--- config.mk ---
export PLATFORM = sky130hd
export DESIGN_NAME = axis_nibble_unpacker
export DESIGN_NICKNAME = d
export VERILOG_FILES = /design/src/rtl/axis_nibble_unpacker.sv
export SDC_FILE = /design/constraint.sdc
export NUM_CORES = 1
export LEC_CHECK = 0
export BUFFER_PORTS_ARGS = -buffer_cell sky130_fd_sc_hd__buf_2
export CELL_PAD_IN_SITES_DETAIL_PLACEMENT = 2
export CELL_PAD_IN_SITES_GLOBAL_PLACEMENT = 2
export CORE_ASPECT_RATIO = 0.7
export CORE_MARGIN = 2
export CORE_UTILIZATION = 43
export DETAILED_ROUTE_END_ITERATION = 16
export PLACE_DENSITY_LB_ADDON = 0.1
export SETUP_SLACK_MARGIN = 0.05
export SYNTH_ARGS = -nofsm -noshare
export SYNTH_HDL_FRONTEND = slang
export SYNTH_SLANG_ARGS = --single-unit
--- constraint.sdc ---
create_clock -name clk -period 8.03 [get_ports clk]
set_input_delay 0 -clock clk [delete_from_list [all_inputs] [get_ports clk]]
set_output_delay 0 -clock clk [all_outputs]
set_load 0.01 [all_outputs]
--- src/rtl/axis_nibble_unpacker.sv ---
// rtl/axis_nibble_unpacker.sv - 16-bit keep-qualified stream to narrow nibble-beat unpacker
//
// Accepts 16-bit beats whose keep is a bit count (4/8/12/16), stores the nibbles
// in a circular FIFO with a per-nibble end-of-packet flag, and re-emits each
// packet as beats of 1..4 nibbles. The final beat of a packet carries the remainder.
//
// Ports:
//   clk, arst              clock, asynchronous active-low reset
//   s_data/s_keep/s_valid/s_last/s_ready   wide input stream (keep = valid bit count)
//   chunk                  nibbles per output beat (0 or >4 treated as 4), sampled at packet start
//   m_data/m_keep/m_valid/m_last/m_ready   narrow output stream (LSB-aligned, keep = bit count)
//   err_keep               one-cycle pulse after accepting a beat with zero/illegal keep
//   fill                   nibbles held in the FIFO (not counting the output register)
//   pkt_cnt, err_cnt       packet / keep-error counters, only with NIBBLE_UNPACK_STATS_EN

module axis_nibble_unpacker #(
    parameter int DEPTH = 32,
    parameter int AW    = $clog2(DEPTH)
) (
    input  logic        clk,
    input  logic        arst,
    input  logic [15:0] s_data,
    input  logic [7:0]  s_keep,
    input  logic        s_valid,
    input  logic        s_last,
    output logic        s_ready,
    input  logic [2:0]  chunk,
    output logic [15:0] m_data,
    output logic [7:0]  m_keep,
    output logic        m_valid,
    output logic        m_last,
    input  logic        m_ready,
    output logic        err_keep,
`ifdef NIBBLE_UNPACK_STATS_EN
    output logic [15:0] pkt_cnt,
    output logic [15:0] err_cnt,
`endif
    output logic [AW:0] fill
);

    typedef enum logic {IDLE, SEND} state_t;

    state_t           state, state_nx;
    logic [3:0]       mem [DEPTH];
    logic [DEPTH-1:0] eop;
    logic [AW-1:0]    wr_ptr, rd_ptr;
    logic [2:0]       chunk_q;

    logic [2:0]       wr_k;
    logic             s_acc;
    logic [2:0]       wr_n;
    logic [2:0]       chunk_in, chunk_eff;
    logic [2:0]       eop_n;
    logic [2:0]       cand;
    logic             take;
    logic             load;
    logic [2:0]       rd_n;
    logic [15:0]      beat_data;
    logic [AW:0]      free_slots;

    // Keep is a bit count; anything outside {4,8,12,16} maps to zero nibbles.
    always_comb begin
        case (s_keep)
            8'd4:    wr_k = 3'd1;
            8'd8:    wr_k = 3'd2;
            8'd12:   wr_k = 3'd3;
            8'd16:   wr_k = 3'd4;
            default: wr_k = 3'd0;
        endcase
    end

    assign free_slots = (AW+1)'(DEPTH) - fill;
    assign s_ready    = arst & (free_slots >= (AW+1)'(4));
    assign s_acc      = s_valid & s_ready;
    assign wr_n       = s_acc ? wr_k : 3'd0;

    assign chunk_in  = ((chunk == 3'd0) || (chunk > 3'd4)) ? 3'd4 : chunk;
    // In IDLE the first beat of a packet is sized with the live chunk value so
    // that it can load in the same cycle the chunk is latched.
    assign chunk_eff = (state == IDLE) ? chunk_in : chunk_q;

    // Smallest inclusive distance to an EOP among the stored nibbles inside the
    // beat window; descending loop lets the nearest flag win.
    always_comb begin
        eop_n = 3'd0;
        for (int i = 3; i >= 0; i--) begin
            if ((3'(i) < chunk_eff) && ((AW+1)'(i) < fill) && eop[rd_ptr + AW'(i)])
                eop_n = 3'(i + 1);
        end
    end

    always_comb begin
        cand = 3'd0;
        if (eop_n != 3'd0)
            cand = eop_n;
        else if (fill >= (AW+1)'(chunk_eff))
            cand = chunk_eff;
    end

    assign take = m_valid & m_ready;
    // A pending last beat blocks further loads so the next packet re-samples chunk.
    assign load = (fill != '0) && (!m_valid || (take && !m_last)) && (cand != 3'd0);
    assign rd_n = load ? cand : 3'd0;

    always_comb begin
        beat_data = '0;
        for (int i = 0; i < 4; i++) begin
            if (3'(i) < cand)
                beat_data[4*i +: 4] = mem[rd_ptr + AW'(i)];
        end
    end

    always_comb begin
        state_nx = state;
        case (state)
            IDLE: if (fill != '0) state_nx = SEND;
            SEND: if (take && m_last) state_nx = IDLE;
        endcase
    end

    // Nibble storage needs no reset: only positions between rd_ptr and wr_ptr are ever read.
    always_ff @(posedge clk) begin
        for (int i = 0; i < 4; i++) begin
            if (3'(i) < wr_n)
                mem[wr_ptr + AW'(i)] <= s_data[4*i +: 4];
        end
    end

    always_ff @(posedge clk or negedge arst) begin
        if (!arst) begin
            state    <= IDLE;
            wr_ptr   <= '0;
            rd_ptr   <= '0;
            fill     <= '0;
            eop      <= '0;
            chunk_q  <= 3'd4;
            m_data   <= '0;
            m_keep   <= '0;
            m_valid  <= 1'b0;
            m_last   <= 1'b0;
            err_keep <= 1'b0;
        end else begin
            state    <= state_nx;
            err_keep <= s_acc && (wr_k == 3'd0);
            if ((state == IDLE) && (fill != '0))
                chunk_q <= chunk_in;
            for (int i = 0; i < 4; i++) begin
                if (3'(i) < wr_n)
                    eop[wr_ptr + AW'(i)] <= s_last && (3'(i + 1) == wr_n);
            end
            wr_ptr <= wr_ptr + AW'(wr_n);
            rd_ptr <= rd_ptr + AW'(rd_n);
            fill   <= fill + (AW+1)'(wr_n) - (AW+1)'(rd_n);
            if (load) begin
                m_data  <= beat_data;
                m_keep  <= {3'b000, cand, 2'b00};
                m_valid <= 1'b1;
                m_last  <= (eop_n != 3'd0);
            end else if (take) begin
                m_data  <= '0;
                m_keep  <= '0;
                m_valid <= 1'b0;
                m_last  <= 1'b0;
            end
        end
    end

`ifdef NIBBLE_UNPACK_STATS_EN
    always_ff @(posedge clk or negedge arst) begin
        if (!arst) begin
            pkt_cnt <= '0;
            err_cnt <= '0;
        end else begin
            if (take && m_last)
                pkt_cnt <= pkt_cnt + 16'd1;
            if (err_keep)
                err_cnt <= err_cnt + 16'd1;
        end
    end
`endif

endmodule
==> results by group, run 1 <==
Run status
  • Status: complete, no violations

Power
  • Flop pwr share: 19.0%
  • Pwr dens: approximately 330 mW/mm^2
  • Comb pwr share: a little over three fifths
  • Sw Pwr: 3.26 mW
  • P_int: roughly 3.9 mW
  • LEAKAGE: 8.54 nW
  • Total power: approximately 7 mW
  • Worst vdd ir: 311 uV
  • Switching share of power: 45.7%
  • Clock share of power: between 15 and 20%

Cells and area
  • P&R area growth vs syn: 8.07%
  • Layout Nets: 1932
  • Layout cell share with drive strength beyond 1: ~22%
  • Fillers: approximately 4700
  • Final cell count without fillers: roughly 2500

Die
  • Starting Density: 43.3%
  • Die height: about 180 microns
  • Rows: 66
  • Core area: 0.0462 sq mm
  • Die X: roughly 260 microns
  • IO Count: between 60 and 70
  • Die footprint: approximately 0.048 sq mm

Detailed routing
  • Final WL: 99100 microns
  • Initial DRC Count: between 2000 and 2500
  • Via count: 18941
  • DRC violation count after routing: 0
  • Wire per inst: ~40 microns
  • Post-DRT Antenna Nets: 0
  • Vias per cell: between 7 and 8
  • 1st-pass router iterations: 7

Global route
  • Largest net degree at the start of global routing: 76
  • Initial antenna violation count: 6
  • GR Layer Usage met2: about three fifths
  • Total Routing Usage GR: between 40% and 50%
  • Aggregate global routing overflow: 0
  • Vias in the first global route: 19223
  • Gr busiest metal: met2
  • Met1 usage: 57.4%
  • First-pass GRT wire length: ~140000 microns
  • Met3 usage: between 10% and 20%

Timing
  • Clk_skew: ~0.027 ns
  • Tmin final: approximately 6.6 ns
  • Final Cycle Share: a little over 80%
  • Setup-failing EPs final: 0
  • Final hold vios: 0
  • Worst Max-Slew Pin Slew: roughly 1.3 ns
  • RSZ-0062 raised after global routing: false
  • Max Slew Vio Count: 0
  • Achievable Freq: approximately 150 MHz
  • Max-slew headroom: 13.3%
  • Fin Setup TNS: 0 ns

Yosys
  • Synth Register Bits: 202
  • Cell Area, Synth: about 0.02 sq mm
  • Synth async-reset ratio: a little over a third
  • Mean area per synthesized cell: approximately 10 sq um
  • Post-synth EDFFs: between 100 and 150
  • Yosys cell types: 87
  • Top FF cell, synth: edfxtp_1
  • Post-synthesis sequential area ratio: around 28%
  • Yosys warnings: 0
  • Post-Syn Instances: between 1500 and 2000

Clock network
  • TritonCTS clock tree: yes
  • # clock sinks: between 200 and 250
  • Total CTS buffers: 26
  • Clock Path Buffers: 3
  • Root Buffer Master: clkbuf_16
  • Buffer count from post-CTS setup fixing: 0
  • Worst-Skew Late Latency: a little under 0.6 ns
  • Clock transition at path regs: ~0.060 ns
  • PostCTS Resize Cnt: 0
  • Number of H-tree levels: 1

Critical path
  • CP cell instances: inv_2 > ha_2 > buf_4 > mux4_2 > inv_1 > o311a_1 > a211oi_1 > nor2_1 > a31oi_2 > o211a_1 > fa_1 > inv_1 > ha_1 > a21o_1 > a21oi_1 > nor2b_1 > nor2_1 > nor2_1 > nor2_1 > xor2_1
  • Worst EP arrival: a little over 7 ns
  • CP startpoint kind: register
  • Critical setup path kind: register to register
  • Worst-path maximum fanout: 38
  • Critical path required time: approximately 8.5 ns
  • Top cell by count, worst path: nor2_1
  • Largest stage delay on the critical path: between 1 and 1.5 ns
  • Critical path endpoint category: register
  • Slowest CP cell: ha_2

Placement
  • GPL Wtd Cong: between 0.9 and 1
  • Placed instance count: between 2000 and 2500
  • Input/output buffers: 60
  • Post-DP HPWL: a little under 70000 microns

Min path
  • Hold Path Class: input pin to register

Flow run
  • Max_cap viols: 0
sequential cells by signal, indices dropped and copies added (netlist names):
register	count
m_keep	3
mem	128
state	1
eop	32
m_last	1
fill	6
err_keep	1
wr_ptr	5
m_valid	1
m_data	16
rd_ptr	5
chunk_q	3
power groups by stage:
stage | registers, mW | logic, mW | clock network (mW)
final | 1.36 | 4.51 | 1.29
after CTS | 1.36 | 4.46 | 1.29
after global routing | 1.37 | 4.77 | 1.32
after floorplan | 1.32 | 3.20 | 0
after global placement | 1.37 | 4.25 | 0
after detailed placement | 1.37 | 4.42 | 0
critical path, delay by kind of cell, from the launching register on:
kind | cells | cell delay, ns
XOR/XNOR | 1 | 0.15
buffers and inverters | 4 | 1.02
AO/OA/AOI/OAI | 6 | 2.04
multiplexers | 1 | 0.29
flip-flops | 1 | 0.69
AND/OR/NAND/NOR | 5 | 0.52
adder cells (fa/ha/maj) | 3 | 1.76
area by class of cell:
class,count,area [sq um],share of cell area [%]
Clock inverter,12,148,0.683
Tap cell,612,766,3.54
Multi-Input combinational cell,1504,13400,62.2
Timing Repair Buffer,107,693,3.21
Clock buffer,36,751,3.47
Inverter,30,113,0.521
Antenna cell,1,2.50,0.0116
Sequential cell,202,5700,26.4
cell families after synthesis:
group | count (synthesis) | synth area share, %
AOI/OAI and AO/OA | 511 | 18.9
xor gates and xnor gates | 34 | 1.53
DFF | 202 | 28.5
muxes | 389 | 31.0
and+or+nand+nor | 536 | 13.1
buffers and inverters | 227 | 4.87
other | 1 | 0.0188
adders and majority gates | 29 | 2.00
timing repair:
action / 4_1_cts / 5_1_grt
hold buffers: 11 / 0
endpoints found under the setup margin: 0 / 0
hold endpoints to repair: 36 / 0
stage by stage:
stage	instance area [sq um]	hold WS [ns]	setup slack [ns]	utilization [%]
2_1_floorplan	20000	-0.296	2.38	-
3_3_place_gp	20600	-0.0150	1.85	44.6
6_report	21600	0.167	1.46	46.8
3_5_place_dp	20600	-0.00807	1.49	44.6
4_1_cts	21600	0.162	1.48	46.8
5_1_grt	21600	0.196	1.06	46.8
synthesized netlist by cell type (5+ instances only):
master     count  area (sq um)
a2111oi_0      7          61.3
a2111oi_4      5           138
a211oi_1      97           728
a21o_1       120           901
a21oi_1       67           335
a22oi_1       15           113
a31o_2         5          43.8
a31oi_1        6          37.5
and2_1         8          50.1
and3_1         6          37.5
buf_1         13          48.8
buf_2         41           205
buf_4         13          97.6
clkbuf_1     127           477
dfrtp_1       73          1830
edfxtp_1     128          3840
fa_1           5           100
ha_1          24           300
inv_1         28           105
mux2_2        29           327
mux2i_1      178          1780
mux4_2       182          4100
nand2_1      153           574
nand2b_1       7          43.8
nand3_1       49           245
nand3b_1       7          52.6
nand4_1       17           106
nor2_1       188           706
nor2b_1       20           125
nor3_1        21           105
nor3b_1        8          60.1
nor4_4         9           191
o2111ai_1     22           193
o211a_1        5          50.1
o211ai_1      14           105
o21ai_0       46           230
o22ai_1       41           257
o31a_1        10          87.6
o31ai_1        5          37.5
or2_2          6          37.5
or3_1         12          75.1
or4_1          6          45.0
xnor2_1       21           184
xor2_1        12           105
cells in the final DEF, fill, tap and decap left out, types with 7 or more instances in the layout:
master           n
buf_4           37
a22oi_1         15
o21ai_0         46
or3_1           12
clkbuf_16       28
nand3_1         48
nand2_1        153
o211ai_1        14
edfxtp_1       128
nor2b_1         20
nand2b_1         7
nor4_4           9
a211oi_1        97
nor3b_1          8
buf_2           59
and2_1           8
dfrtp_1         71
nand4_1         17
a21o_1         120
mux4_2         182
mux2i_1        178
o31a_1          10
ha_1            23
nor2_1         188
o2111ai_1       22
inv_1           28
o22ai_1         41
nand3b_1         7
a21oi_1         67
mux2_2          29
nor3_1          20
dlygate4sd3_1   10
xnor2_1         20
xor2_1           9
layer usage:
metal | part of all wire [%] | vias up
li1 | - | 7456
met1 | 40 | 9833
met2 | 42 | 1337
met3 | 13 | 311
met4 | 4.6 | 4
met5 | 0.035 | -
final timing paths:
kind	startpoint	endpoint	slack (ns)	cells after the start
worst min-delay path	s_keep[2]	wr_ptr[0]$_DFF_PN0_	0.17	4
worst max register to register	rd_ptr[0]$_DFF_PN0_	fill[5]$_DFF_PN0_	1.46	20
worst min register to register	chunk_q[2]$_DFFE_PN1P_	chunk_q[2]$_DFFE_PN1P_	0.51	2
max in group asynchronous	arst	eop[28]$_DFF_PN0_	6.62	4
worst max-delay path	rd_ptr[0]$_DFF_PN0_	fill[5]$_DFF_PN0_	1.46	20
min in group asynchronous	arst	chunk_q[2]$_DFFE_PN1P_	0.52	3
Note: power is estimated with default switching activity, not from simulation.
==> run 2, diff against run 1 <==
clock period = 6.3 ns   (was 8.03 ns; I/O delays follow)
==> run 2 against run 1 <==
  * Critical path depth is 1 lower
  * Maximum frequency is 11% higher
  * Combinational power is 29% higher
  * Worst setup slack worse by 1.1 ns
  * Die area stayed put
  * Utilization is 0.12 points lower
  * Cell area is 0.26% lower
  * Worst hold slack worse by 0.13 ns
  * Global-route usage is 0.064 points lower
  * Final cell count is 0.20% higher
  * Sequential power is 30% higher
  * Non-clock buffer count is 7 higher
  * Critical path type unchanged
  * Critical endpoint unchanged
  * Highest routed layer is now met4
==> results by group, run 2 (same netlist as run 1, synthesis figures left out) <==
Run status
  • Status: complete, no violations

Cells and area
  • Largest regs: mem: 128 flops, eop: 32 flops, m_data: 16 flops
  • Number of flip-flops under the largest register name: 128 (unchanged)
  • Post-route cell area: 0.0216 sq mm (-0.26%)
  • Layout cell share with drive strength beyond 1: 21.8% (+0.21 points)
  • Fillers: 4755 (+0.85%)
  • Most frequent cells in the layout: nor2_1, mux4_2, mux2i_1
  • Final Util: 46.7% (-0.12 points)
  • Largest register by flop count: mem
  • Commonest non-fill, non-tap cell in the layout: nor2_1
  • P&R area growth vs syn: 7.79%
  • Layout Nets: 1938 (+0.31%)

Min path
  • Hold Path Class: input pin to register

Timing
  • Achievable Freq: 169 MHz (+11%)
  • Clk_skew: 0.0237 ns (-0.00289 ns)
  • Fin Setup TNS: 0 ns (unchanged)
  • Max-slew headroom: 19.0% (+5.7 points)
  • Worst Max-Slew Pin Slew: 1.21 ns (-0.0860 ns)
  • Worst Setup Slack, final: 0.389 ns (-1.07 ns)
  • Tmin final: 5.91 ns (-0.660 ns)
  • Setup-failing EPs final: 0 (unchanged)
  • RSZ-0062 raised after global routing: false
  • Final Cycle Share: 93.8% (+12 points)
  • Final hold vios: 0 (unchanged)
  • Max Slew Vio Count: 0 (unchanged)

Clock network
  • Clock Path Buffers: 3 (unchanged)
  • Worst-Skew Late Latency: 0.59 ns (about the same)
  • Clock transition at path regs: 0.08 ns (+0.02 ns)
  • Root Buffer Master: clkbuf_16
  • Buffer count from post-CTS setup fixing: 0 (unchanged)
  • Total CTS buffers: 25 (-3.8%)
  • TritonCTS clock tree: yes
  • # clock sinks: 202 (unchanged)
  • Number of H-tree levels: 1 (unchanged)

Critical path
  • Critical setup path kind: register to register
  • Worst-path maximum fanout: 30 (-21%)
  • Critical path required time: 6.79 ns (-1.75 ns)
  • CP startpoint kind: register
  • Critical path endpoint category: register
  • Worst EP arrival: 6.40 ns (-0.68 ns)

Die
  • Die height: 184 microns (unchanged)
  • Rows: 66 (unchanged)
  • Die footprint: 0.0483 sq mm (unchanged)
  • Starting Density: 43.3% (unchanged)
  • IO Count: 66 (unchanged)
  • Core area: 0.0462 sq mm (unchanged)
  • Die X: 262 microns (unchanged)

Power
  • Worst vdd ir: 331 uV (+6.4%)
  • Pwr dens: 423 mW/mm^2 (+28%)
  • LEAKAGE: 8.53 nW (-0.15%)

Placement
  • GPL Wtd Cong: 0.991 (+1.9%)
  • Post-Place Setup Slack: 0.395 ns (-1.09 ns)
  • Dpl cell area: 0.0206 sq mm (+0.29%)
  • Post-DP HPWL: 70300 microns (+2.4%)
  • Input/output buffers: 60 (unchanged)

Detailed routing
  • Final WL: 99400 microns (+0.37%)
  • Via count: 18988 (+0.25%)
  • Wire per inst: 39.6 microns (+0.17%)
  • 1st-pass router iterations: 6 (-1)
  • DRC violation count after routing: 0 (unchanged)
  • Initial DRC Count: 2609 (+9.2%)
  • Post-DRT Antenna Nets: 0 (unchanged)
  • Vias per cell: 7.57 (about the same)

Global route
  • Vias in the first global route: 19193 (-0.16%)
  • First-pass GRT wire length: 142000 microns (about the same)
  • Initial antenna violation count: 1 (-5)
  • Aggregate global routing overflow: 0 (unchanged)
  • Largest net degree at the start of global routing: 73 (-3.9%)
  • Total Routing Usage GR: 41.1% (-0.064 points)

Flow run
  • Max_cap viols: 0 (unchanged)
run 2: where the power goes:
part           switching (mW)  internal [mW]  total [mW]
clock                   0.683          0.812        1.50
combinational            3.36           2.48        5.84
sequential              0.224           1.55        1.77
total                    4.27           4.85        9.11
run 2: cell type report:
class                   count  area [sq um]  area share, %
repair buffers            114           751           3.48
multi-input cells        1504         13400           62.3
clock buffers              29           641           2.97
well taps                 612           766           3.55
inverters                  30           113          0.522
diodes                      1          2.50         0.0116
clock inverters            17           144          0.668
flip-flops and latches    202          5710           26.5
run 2: layer usage:
layer,routed length (microns),up-vias,GRT usage (%)
met5,0,-,0.103
met4,4240,0,15.8
met3,13600,264,13.8
met2,42000,1363,59.4
met1,39600,9897,56.8
li1,-,7464,-
run 2: what timing repair did:
item                       4_1_cts  5_1_grt
setup endpoints to repair        0        1
hold buffers                    10        0
resized for setup                0        3
hold endpoints to repair        33        0
run 2: path summary, 6_finish.rpt:
path,from,end,slack [ns],depth (start not counted)
max in group asynchronous,arst,rd_ptr[1]$_DFF_PN0_,4.76,4
max,rd_ptr[0]$_DFF_PN0_,fill[5]$_DFF_PN0_,0.39,19
max reg2reg,rd_ptr[0]$_DFF_PN0_,fill[5]$_DFF_PN0_,0.39,19
min,chunk[1],chunk_q[1]$_DFFE_PN0P_,0.04,3
min in group asynchronous,arst,m_keep[4]$_DFFE_PN0P_,0.53,4
min reg2reg,chunk_q[2]$_DFFE_PN1P_,chunk_q[2]$_DFFE_PN1P_,0.50,2
run 2: per-stage QoR:
stage          hold slack (ns)  power (mW)  std cells
6_report                0.0391        9.11       2509
5_1_grt                 0.0424        9.46       2508
4_1_cts                 0.0118        9.03       2508
3_5_place_dp           -0.0323        7.50       2452
3_3_place_gp           -0.0355        7.24       2452
2_1_floorplan           -0.296        5.76       1933
run 2: worst max-delay path, cell delays in order, from the launching register on:
cell       delay [ns]
dfrtp_4          0.70
inv_2            0.10
ha_2             0.83
mux4_2           0.34
nor2b_1          0.18
a2111oi_0        0.12
a211oi_1         0.90
nor2_1           0.16
a31oi_2          0.38
o211a_1          0.30
fa_1             0.44
inv_1            0.12
ha_1             0.24
a21o_1           0.16
a21oi_1          0.24
nor2b_1          0.08
nor2_1           0.12
nor2_1           0.07
nor2_1           0.12
xor2_1           0.18
==> run 3, diff against run 2 <==
CORE_ASPECT_RATIO = unset   (was 0.7)
GPL_ROUTABILITY_DRIVEN = 0   (was unset)
==> run 3 against run 2 <==
  * Sequential share of layout area fell by 0.28 points
  * Sequential cell count did not move
  * Die area is essentially flat
  * Global-route usage is 0.060 points lower
==> results by group, run 3 (same netlist as run 1, synthesis figures left out) <==
Run status
  • Status: complete, no violations

Die
  • Core area: 0.0463 sq mm (+0.21%)
  • IO Count: 66 (unchanged)
  • Starting Density: 43.2% (-0.091 points)
  • Die height: 220 microns (+19%)
  • Die X: 220 microns (-16%)
  • Die footprint: 0.0482 sq mm (about the same)
  • Rows: 79 (+20%)

Clock network
  • # clock sinks: 202 (unchanged)
  • Clock transition at path regs: 0.06 ns (-0.02 ns)
  • PostCTS Resize Cnt: 0 (unchanged)
  • Worst-Skew Late Latency: 0.61 ns (+0.02 ns)
  • Root Buffer Master: clkbuf_16
  • TritonCTS clock tree: yes
  • Clock Path Buffers: 3 (unchanged)
  • Total CTS buffers: 28 (+12%)
  • Number of H-tree levels: 1 (unchanged)

Critical path
  • Worst EP arrival: 6.21 ns (-0.19 ns)
  • CP startpoint kind: register
  • Critical path required time: 6.82 ns (+0.03 ns)
  • Critical setup path kind: register to register
  • Critical path endpoint category: register
  • Worst-path maximum fanout: 23 (-23%)

Placement
  • Post-DP HPWL: 68000 microns (-3.3%)
  • Input/output buffers: 60 (unchanged)
  • Post-Place Setup Slack: 0.471 ns (+0.0758 ns)

Timing
  • Clk_skew: 0.0362 ns (+0.0125 ns)
  • RSZ-0062 raised after global routing: false
  • Worst Max-Slew Pin Slew: 1.27 ns (+0.0595 ns)
  • Hold WS: 0.00679 ns (-0.0323 ns)
  • Final Cycle Share: 90.3% (-3.5 points)
  • Setup-failing EPs final: 0 (unchanged)
  • Final hold vios: 0 (unchanged)
  • Achievable Freq: 176 MHz (+3.9%)
  • Worst Setup Slack, final: 0.612 ns (+0.223 ns)
  • Max Slew Vio Count: 0 (unchanged)
  • Tmin final: 5.69 ns (-0.223 ns)
  • Max-slew headroom: 15.1% (-4.0 points)
  • Fin Setup TNS: 0 ns (unchanged)

Power
  • Clock share of power: 19.8% (+3.4 points)
  • Pwr dens: 439 mW/mm^2 (+3.9%)
  • Switching share of power: 45.5% (-1.3 points)
  • Sw Pwr: 4.35 mW (+2.1%)
  • LEAKAGE: 8.63 nW (+1.2%)
  • Total power: 9.57 mW (+5.0%)
  • P_int: 5.21 mW (+7.5%)
  • Comb pwr share: 61.8% (-2.3 points)
  • Worst vdd ir: 314 uV (-5.4%)
  • Flop pwr share: 18.4% (-1.1 points)

Global route
  • Total Routing Usage GR: 41.1% (-0.060 points)
  • Vias in the first global route: 19464 (+1.4%)
  • Aggregate global routing overflow: 0 (unchanged)
  • Initial antenna violation count: 3 (+2)
  • Largest net degree at the start of global routing: 61 (-16%)
  • First-pass GRT wire length: 142000 microns (+0.12%)

Cells and area
  • Fillers: 4783 (+0.59%)
  • Register area: 0.00570 sq mm (about the same)
  • Area of the multi-input gates: 0.0134 sq mm (about the same)
  • Largest register by flop count: mem
  • Number of flip-flops under the largest register name: 128 (unchanged)
  • Largest regs: mem: 128 flops, eop: 32 flops, m_data: 16 flops
  • Commonest non-fill, non-tap cell in the layout: nor2_1
  • Most frequent cells in the layout: nor2_1, mux4_2, mux2i_1
  • Layout Nets: 1938 (unchanged)
  • P&R area growth vs syn: 8.90%
  • Layout cell share with drive strength beyond 1: 22.2% (+0.39 points)
  • Ant diodes: 0 (-1)

Detailed routing
  • Initial DRC Count: 2854 (+9.4%)
  • Vias per cell: 7.57 (about the same)
  • DRC violation count after routing: 0 (unchanged)
  • Final WL: 98600 microns (-0.86%)
  • Wire per inst: 39.3 microns (-0.74%)
  • 1st-pass router iterations: 6 (unchanged)
  • Post-DRT Antenna Nets: 0 (unchanged)
  • Via count: 18965 (-0.12%)

Flow run
  • Max_cap viols: 0 (unchanged)

Min path
  • Hold Path Class: input pin to async pin
==> run 3: changes by cell type in the layout (fill, tap and decap cells not counted), moves of 2 or more <==
cell        delta
bufinv_16      +6
clkinv_1       -3
buf_6          -2
clkinvlp_4     +2
clkbuf_16      +4
==> run 3: path summary, 6_finish.rpt <==
check	startpoint	to	slack, ns	cells past startpoint
setup / recovery	rd_ptr[1]$_DFF_PN0_	fill[5]$_DFF_PN0_	0.61	20
hold / removal	arst	eop[3]$_DFF_PN0_	0.007	2
setup reg to reg	rd_ptr[1]$_DFF_PN0_	fill[5]$_DFF_PN0_	0.61	20
hold reg to reg	chunk_q[2]$_DFFE_PN1P_	chunk_q[2]$_DFFE_PN1P_	0.51	2
max in group asynchronous	arst	rd_ptr[0]$_DFF_PN0_	5.29	3
min in group clk	chunk[1]	chunk_q[1]$_DFFE_PN0P_	0.02	3
==> run 3: worst max-delay path, cell delays in order (launching register included) <==
cell and delay (ns):
dfrtp_4 0.71, inv_1 0.18, ha_2 0.77, buf_4 0.36, nor3b_1 0.08, mux2i_1 0.16, nand4b_1 0.13, a311oi_1 0.61
a2bb2oi_2 0.24, a31oi_2 0.36, o211a_1 0.31, fa_1 0.45, inv_1 0.12, ha_1 0.24, a21o_1 0.16, a21oi_1 0.22
nor2b_1 0.08, nor2_1 0.09, nor2_1 0.04, nor2_1 0.12, xor2_1 0.16
==> run 3: routing by layer <==
layer,share of wire [%],up-vias,GRT usage [%]
li1,-,7471,-
met1,37,9849,52.4
met2,45,1305,64.5
met3,11,340,9.76
met4,6.4,0,22.2
met5,0,-,0
==> run 3: power by group through the flow <==
stage	combinational, mW	sequential, mW	clock (mW)
2_1_floorplan	4.07	1.69	0
3_3_place_gp	5.49	1.79	0
3_5_place_dp	5.73	1.80	0
4_1_cts	5.80	1.78	1.90
5_1_grt	6.21	1.78	1.94
6_report	5.91	1.76	1.90
==> run 3: layout make-up <==
type,instances,share of cell area [%]
clock buffer,32,3.38
clock inverter,20,1.44
inverter,30,0.517
multi-input combinational,1504,61.7
sequential,202,26.2
tap,607,3.49
timing repair buffer,111,3.30
==> run 3: what timing repair did <==
action	CTS	global route
hold endpoints to repair	43	0
setup endpoints to repair	0	1
setup buffers	0	1
hold buffers	8	0
==> run 3: stage by stage <==
step | instance area, sq um | util (%) | instances
6_report | 21800 | 47.1 | 2506
5_1_grt | 21800 | 47.1 | 2506
4_1_cts | 21800 | 47.0 | 2505
3_5_place_dp | 20600 | 44.6 | 2445
3_3_place_gp | 20600 | 44.6 | 2445
2_1_floorplan | 20000 | - | 1933
